===== src/rtl/rv_pkg.sv =====
// Shared RV32 definitions used by fetch and decode: widths, NOP, opcodes,
// fetch FSM encoding and the fetch buffer entry layout.
package rv_pkg;

  localparam int XLEN = 32;

  localparam logic [XLEN-1:0] NOP_INSTR = 32'h0000_0013;

  localparam logic [6:0] OP_LOAD   = 7'b0000011;
  localparam logic [6:0] OP_STORE  = 7'b0100011;
  localparam logic [6:0] OP_RTYPE  = 7'b0110011;
  localparam logic [6:0] OP_BRANCH = 7'b1100011;

  typedef enum logic [1:0] {
    IDLE    = 2'd0,
    REQ     = 2'd1,
    DISCARD = 2'd2
  } fetch_state_e;

  typedef struct packed {
    logic [XLEN-1:0] instr;
    logic [XLEN-1:0] pc;
  } fetch_entry_t;

  function automatic logic [XLEN-1:0] word_align(input logic [XLEN-1:0] addr);
    return {addr[XLEN-1:2], 2'b00};
  endfunction

endpackage


===== src/rtl/instr_fetch_unit_if.sv =====
// Fetch-stage bus bundle: instruction memory handshake, decode handoff and
// execute redirect. master = fetch unit, slave = its environment.
interface instr_fetch_unit_if;
  import rv_pkg::*;

  logic            IMemReq;
  logic [XLEN-1:0] IMemAddr;
  logic            IMemAck;
  logic [XLEN-1:0] IMemRData;

  logic            InstrValid;
  logic            InstrReady;
  logic [XLEN-1:0] Instr;
  logic [XLEN-1:0] InstrPC;

  logic            Redirect;
  logic [XLEN-1:0] RedirectPC;

  modport master (
    output IMemReq, IMemAddr, InstrValid, Instr, InstrPC,
    input  IMemAck, IMemRData, InstrReady, Redirect, RedirectPC
  );

  modport slave (
    input  IMemReq, IMemAddr, InstrValid, Instr, InstrPC,
    output IMemAck, IMemRData, InstrReady, Redirect, RedirectPC
  );

endinterface


===== src/rtl/fetch_fifo.sv =====
// Small synchronous FIFO for fetched {instr, pc} entries. Head is read straight
// from storage registers; flush clears occupancy and beats push/pop.
module fetch_fifo #(
  parameter  int WIDTH = 64,
  parameter  int DEPTH = 2,
  localparam int PTR_W = $clog2(DEPTH),
  localparam int CNT_W = PTR_W + 1
) (
  input  logic             clk,
  input  logic             rst_n,
  input  logic             push,
  input  logic             pop,
  input  logic             flush,
  input  logic [WIDTH-1:0] wdata,
  output logic [WIDTH-1:0] rdata,
  output logic             full,
  output logic             empty,
  output logic [CNT_W-1:0] count
);

  logic [WIDTH-1:0] mem_reg [DEPTH];
  logic [PTR_W-1:0] wr_ptr_reg;
  logic [PTR_W-1:0] rd_ptr_reg;
  logic [CNT_W-1:0] count_reg;
  logic             do_push;
  logic             do_pop;

  assign empty = (count_reg == '0);
  assign full  = (count_reg == CNT_W'(DEPTH));
  assign count = count_reg;
  assign rdata = mem_reg[rd_ptr_reg];

  // A full FIFO still takes a push when the head leaves in the same cycle.
  assign do_pop  = pop && !empty;
  assign do_push = push && (!full || do_pop);

  always_ff @(posedge clk or negedge rst_n) begin
    if (!rst_n) begin
      wr_ptr_reg <= '0;
      rd_ptr_reg <= '0;
      count_reg  <= '0;
    end else if (flush) begin
      wr_ptr_reg <= '0;
      rd_ptr_reg <= '0;
      count_reg  <= '0;
    end else begin
      if (do_push) wr_ptr_reg <= wr_ptr_reg + PTR_W'(1);
      if (do_pop)  rd_ptr_reg <= rd_ptr_reg + PTR_W'(1);
      count_reg <= count_reg + CNT_W'(do_push) - CNT_W'(do_pop);
    end
  end

  always_ff @(posedge clk) begin
    if (do_push && !flush) mem_reg[wr_ptr_reg] <= wdata;
  end

endmodule


===== src/rtl/instr_fetch_unit.sv =====
// Instruction fetch stage: PC ownership, single-outstanding memory reads,
// buffered hand-off to decode, and redirect with stale-response discard.
module instr_fetch_unit
  import rv_pkg::*;
#(
  parameter logic [XLEN-1:0] RESET_PC   = 32'h0000_0000,
  parameter int              FIFO_DEPTH = 2
) (
  input  logic                clk,
  input  logic                rst_n,
  instr_fetch_unit_if.master  bus
);

  localparam int CNT_W = $clog2(FIFO_DEPTH) + 1;

  fetch_state_e     state_reg, state_next;
  logic [XLEN-1:0]  fetch_pc_reg, fetch_pc_next;
  logic [XLEN-1:0]  addr_reg, addr_next;

  logic             ack;
  logic             pop;
  logic             push;
  logic [XLEN-1:0]  redirect_pc;
  logic [CNT_W-1:0] occ_next;
  logic             issue_ok;

  fetch_entry_t     fifo_wdata;
  fetch_entry_t     fifo_head;
  logic             fifo_full;
  logic             fifo_empty;
  logic [CNT_W-1:0] fifo_count;
  logic             unused_fifo_full;

  assign unused_fifo_full = fifo_full;

  // An ack only means something while a request is actually on the bus.
  assign ack         = bus.IMemAck && (state_reg != IDLE);
  assign pop         = bus.InstrReady && !fifo_empty;
  assign redirect_pc = word_align(bus.RedirectPC);
  assign fifo_wdata  = '{instr: bus.IMemRData, pc: addr_reg};

  fetch_fifo #(
    .WIDTH ($bits(fetch_entry_t)),
    .DEPTH (FIFO_DEPTH)
  ) u_fifo (
    .clk   (clk),
    .rst_n (rst_n),
    .push  (push),
    .pop   (pop),
    .flush (bus.Redirect),
    .wdata (fifo_wdata),
    .rdata (fifo_head),
    .full  (fifo_full),
    .empty (fifo_empty),
    .count (fifo_count)
  );

  always_comb begin
    state_next    = state_reg;
    fetch_pc_next = fetch_pc_reg;
    addr_next     = addr_reg;
    push          = 1'b0;
    occ_next      = '0;
    issue_ok      = 1'b0;

    if (state_reg == REQ && ack && !bus.Redirect) begin
      push          = 1'b1;
      fetch_pc_next = fetch_pc_reg + XLEN'(4);
    end
    if (bus.Redirect) fetch_pc_next = redirect_pc;

    // Occupancy after this edge; the new request itself needs one free slot.
    occ_next = bus.Redirect ? '0 : (fifo_count + CNT_W'(push) - CNT_W'(pop));
    issue_ok = (occ_next < CNT_W'(FIFO_DEPTH));

    unique case (state_reg)
      IDLE:    if (issue_ok) state_next = REQ;
      REQ: begin
        if (ack)               state_next = issue_ok ? REQ : IDLE;
        else if (bus.Redirect) state_next = DISCARD;
      end
      DISCARD: if (ack) state_next = REQ;
      default: state_next = IDLE;
    endcase

    // Address is frozen while a request is outstanding and not yet acked.
    if (!((state_reg != IDLE) && !ack)) addr_next = fetch_pc_next;
  end

  always_ff @(posedge clk or negedge rst_n) begin
    if (!rst_n) begin
      state_reg    <= IDLE;
      fetch_pc_reg <= RESET_PC;
      addr_reg     <= RESET_PC;
    end else begin
      state_reg    <= state_next;
      fetch_pc_reg <= fetch_pc_next;
      addr_reg     <= addr_next;
    end
  end

  assign bus.IMemReq    = (state_reg != IDLE);
  assign bus.IMemAddr   = addr_reg;
  assign bus.InstrValid = !fifo_empty;
  assign bus.Instr      = fifo_empty ? NOP_INSTR : fifo_head.instr;
  assign bus.InstrPC    = fifo_empty ? '0 : fifo_head.pc;

endmodule


===== src/flat_wrapper.sv =====
// flat-port wrapper written by rule: the top's interface ports become plain ports
module instr_fetch_unit_flat import rv_pkg::*;
#(
  parameter logic [XLEN-1:0] RESET_PC   = 32'h0000_0000,
  parameter int              FIFO_DEPTH = 2
)
  (clk, rst_n, bus_IMemReq, bus_IMemAddr, bus_InstrValid, bus_Instr, bus_InstrPC, bus_IMemAck, bus_IMemRData, bus_InstrReady, bus_Redirect, bus_RedirectPC);
  instr_fetch_unit_if bus_i ();
  input  logic clk;
  input  logic rst_n;
  output wire logic [$bits(bus_i.IMemReq)-1:0] bus_IMemReq;
  output wire logic [$bits(bus_i.IMemAddr)-1:0] bus_IMemAddr;
  output wire logic [$bits(bus_i.InstrValid)-1:0] bus_InstrValid;
  output wire logic [$bits(bus_i.Instr)-1:0] bus_Instr;
  output wire logic [$bits(bus_i.InstrPC)-1:0] bus_InstrPC;
  input wire logic [$bits(bus_i.IMemAck)-1:0] bus_IMemAck;
  input wire logic [$bits(bus_i.IMemRData)-1:0] bus_IMemRData;
  input wire logic [$bits(bus_i.InstrReady)-1:0] bus_InstrReady;
  input wire logic [$bits(bus_i.Redirect)-1:0] bus_Redirect;
  input wire logic [$bits(bus_i.RedirectPC)-1:0] bus_RedirectPC;
  assign bus_IMemReq = bus_i.IMemReq;
  assign bus_IMemAddr = bus_i.IMemAddr;
  assign bus_InstrValid = bus_i.InstrValid;
  assign bus_Instr = bus_i.Instr;
  assign bus_InstrPC = bus_i.InstrPC;
  assign bus_i.IMemAck = bus_IMemAck;
  assign bus_i.IMemRData = bus_IMemRData;
  assign bus_i.InstrReady = bus_InstrReady;
  assign bus_i.Redirect = bus_Redirect;
  assign bus_i.RedirectPC = bus_RedirectPC;
  instr_fetch_unit #(.RESET_PC(RESET_PC), .FIFO_DEPTH(FIFO_DEPTH)) u_core (.clk(clk), .rst_n(rst_n), .bus(bus_i));
endmodule

===== config.mk =====
export PLATFORM = sky130hd
export DESIGN_NAME = instr_fetch_unit_flat
export DESIGN_NICKNAME = d
export VERILOG_FILES = /design/src/rtl/rv_pkg.sv /design/src/rtl/instr_fetch_unit_if.sv /design/src/rtl/fetch_fifo.sv /design/src/rtl/instr_fetch_unit.sv /design/src/flat_wrapper.sv
export SDC_FILE = /design/constraint.sdc
export NUM_CORES = 1
export LEC_CHECK = 0
export BUFFER_PORTS_ARGS = -buffer_cell sky130_fd_sc_hd__buf_2
export CAP_MARGIN = 20
export CORE_UTILIZATION = 43
export DETAILED_ROUTE_END_ITERATION = 10
export SLEW_MARGIN = 20
export SYNTH_ARGS = -nofsm -noshare
export SYNTH_HDL_FRONTEND = slang
export SYNTH_SLANG_ARGS = --single-unit

===== constraint.sdc =====
create_clock -name clk -period 10.7 [get_ports clk]
set_input_delay 0 -clock clk [delete_from_list [all_inputs] [get_ports clk]]
set_output_delay 0 -clock clk [all_outputs]
set_load 0.01 [all_outputs]

==> results.md <==
* Max-cap viol count at 0
* DRC viols at 0
* Fin. Hold Viols at 0
* Commonest cells after routing, fill and taps aside: buf_2, edfxtp_1, nor2_1
* Slew @ Worst Pin at 0.962 ns
* Initial antenna violation count at 0
* RD Place Congestion at 0.781
* Clock Sinks at 198
* Most common cell after layout, fill and taps aside: buf_2
* Max FFs per register at 128
* Core ar. at 19000 sq um
* Filler instances at 1604
* Most common cell on crit path: inv_1
* Hold Path Class: input pin to register
* Vias at 5626
* Clock Skew at 0.00852 ns
* Seq/Total Area, Yosys at 66.6%
* Number of global-route vias before repair at 5685
* Setup TNS at 0 ns
* Clk slew on worst S/H paths at 0.07 ns
* Chip width at 142 um
* DP Wirelength at 11500 um
* H-Tree Depth at 4
* Total wire length at 18500 um
* Number of distinct library cells after synthesis at 49
* CP cell instances: and4bb_2, inv_1, a21oi_1, inv_1, nor2_4, buf_4
* Die area at 20100 sq um
* Layout cells sized above 1 at 28.6%
* Clock buffer depth at 2
* Routed wire per std cell at 16.6 um
* Post-Syn Area at 8400 sq um
* Setup Viol. Count Final at 0
* Final #Nets at 913
* Crit end category: register
* Port Buffer Count at 164
* Ports at 167
* Crit path DAT at 3.19 ns
* Starting Density at 44.3%
* Critical path type: register to register
* Largest area contributor in the netlist: edfxtp_1
* Pwr Density at 219 nW/um^2
* Std cell rows at 50
* Startpoint Class: register
* TritonCTS clock tree: done
* Max Fclk at 320 MHz
* Post-layout min period at 3.13 ns
* Ys Warns at 0
* Drt initial violations at 249
* Grt total ovfl at 0
* Clk_lat worst skew at 0.42 ns
* CP max-delay cell: nor2_4
* Vias/cell at 5.05
* Largest net degree at the start of global routing at 71
* Synth Instances at 616
* Status: finished clean
* Final antenna diode count at 0
* Final Power at 2.34 mW
* Maximum fanout along the worst path at 36
* Syn Area/Cell at 13.6 sq um
* Max VDD drop at 127 uV
* Number of max-slew violations in the final report at 0
* GRT Overall Usage at 18.9%
* Final period utilization at 29.2%
* First-pass GRT wire length at 29300 um
* Top cell type's share of synthesized area at 45.7%
* DIE HEIGHT at 142 um
* ANT nets after route at 0
* Slew HR at 35.8%
* CTS buffer count at 17
* Hold WS at 0.151 ns
* Critical Path Max Stage Delay at 0.71 ns
* Static Leak at 4.28 nW
* Pre-Repair DR Iteration Count at 4
* RSZ-0062 raised after global routing: false
* Synth Net Count at 689
* Clock Tree Root: clkbuf_16
* Seq cells post-synth at 198
* Worst EP required at 10.76 ns
* Area Growth Syn to Fin at 27.5%
* Most area-consuming cells after synthesis: edfxtp_1, dfrtp_1, mux2i_1
cell families after synthesis:
group,after synthesis,share of synthesized area (%)
buffers and inverters,41,2.05
muxes,89,10.9
adders and majority gates,4,0.596
xor gates and xnor gates,30,3.13
and+or+nand+nor,207,12.8
DFF,198,66.6
AOI/OAI and AO/OA,47,3.87
Yosys cell counts (all sizes together):
cell type and number:
a21oi 13, a221o 11, and4bb 1, mux2i 67
nor3 4, nor4 11, o31ai 1, nand3 13
nand2 37, nand3b 2, a31oi 2, o211ai 1
a221oi 2, mux2 22, nor4b 1, xor2 17
xnor2 13, or2 3, buf 12, nand4 13
o21ai 11, and3 15, a2111oi 1, and2 5
o22ai 3, or3 5, o21a 1, ha 4
inv 10, dfrtp 70, edfxtp 128, nor2b 5
clkbuf 19, a311oi 1, nor2 85, and4 4
or4 2, nand2b 1
worst max-delay path, delay by kind of cell (launching register included):
kind                   cells  cell delay [ns]
AOI/OAI and AO/OA          1             0.21
buffers and inverters      3             0.80
DFF                        1             0.44
and+or+nand+nor            2             1.27
metal layers:
layer / vias up / track usage (%) / part of all wire, %
li1: 2706 / - / -
met5: - / 0 / 0
met4: 0 / 4.75 / 0.71
met1: 2753 / 24.5 / 46
met2: 155 / 32.6 / 49
met3: 12 / 3.54 / 4.4
layout make-up:
cell class	count	area, sq um	area share (%)
clock buffers	18	429	4.00
clock inverters	14	125	1.17
inverters	10	37.5	0.350
multi-input cells	377	2660	24.8
flip-flops and latches	198	5600	52.2
well taps	260	325	3.03
repair buffers	236	1550	14.4
path summary, 6_finish.rpt:
kind                                                     from                                endpoint  slack (ns)  cells past startpoint
max                           u_core.state_reg[1]$_DFFE_PN0P_  u_core.u_fifo.mem_reg[0][13]$_DFFE_PP_        7.57                      6
min                                              bus_Redirect        u_core.u_fifo.count[1]$_DFF_PN0_        0.15                      3
max reg2reg                   u_core.state_reg[1]$_DFFE_PN0P_  u_core.u_fifo.mem_reg[0][13]$_DFFE_PP_        7.57                      6
min reg2reg                u_core.bus.IMemAddr[1]$_DFFE_PN0N_   u_core.u_fifo.mem_reg[1][1]$_DFFE_PP_        0.50                      0
max in group asynchronous                               rst_n    u_core.u_fifo.rd_ptr_reg$_DFFE_PN0P_        9.75                      2
min in group asynchronous                               rst_n     u_core.bus.IMemAddr[13]$_DFFE_PN0N_        0.25                      2
repair_timing:
item | 4_1_cts | 5_1_grt
gates resized for setup | 0 | 0
buffers inserted | 0 | 0
hold buffers | 65 | 0
hold endpoints to repair | 193 | 0
metrics by stage:
step	utilization, %	area (sq um)	setup slack, ns	cells
after CTS	56.4	10700	7.52	1112
after global routing	56.5	10700	7.28	1113
after floorplan	-	8400	6.33	616
final	56.5	10700	7.57	1113
after global placement	50.0	9490	7.60	1015
after detailed placement	50.0	9490	7.51	1015
power by group:
part | switching [mW] | total [mW] | internal (mW) | leakage [nW]
sequential | 0.0925 | 1.03 | 0.942 | 2.01
combinational | 0.401 | 0.700 | 0.300 | 2.00
clock | 0.286 | 0.610 | 0.324 | 0.263
No activity file was read; power rests on OpenSTA's default activity.
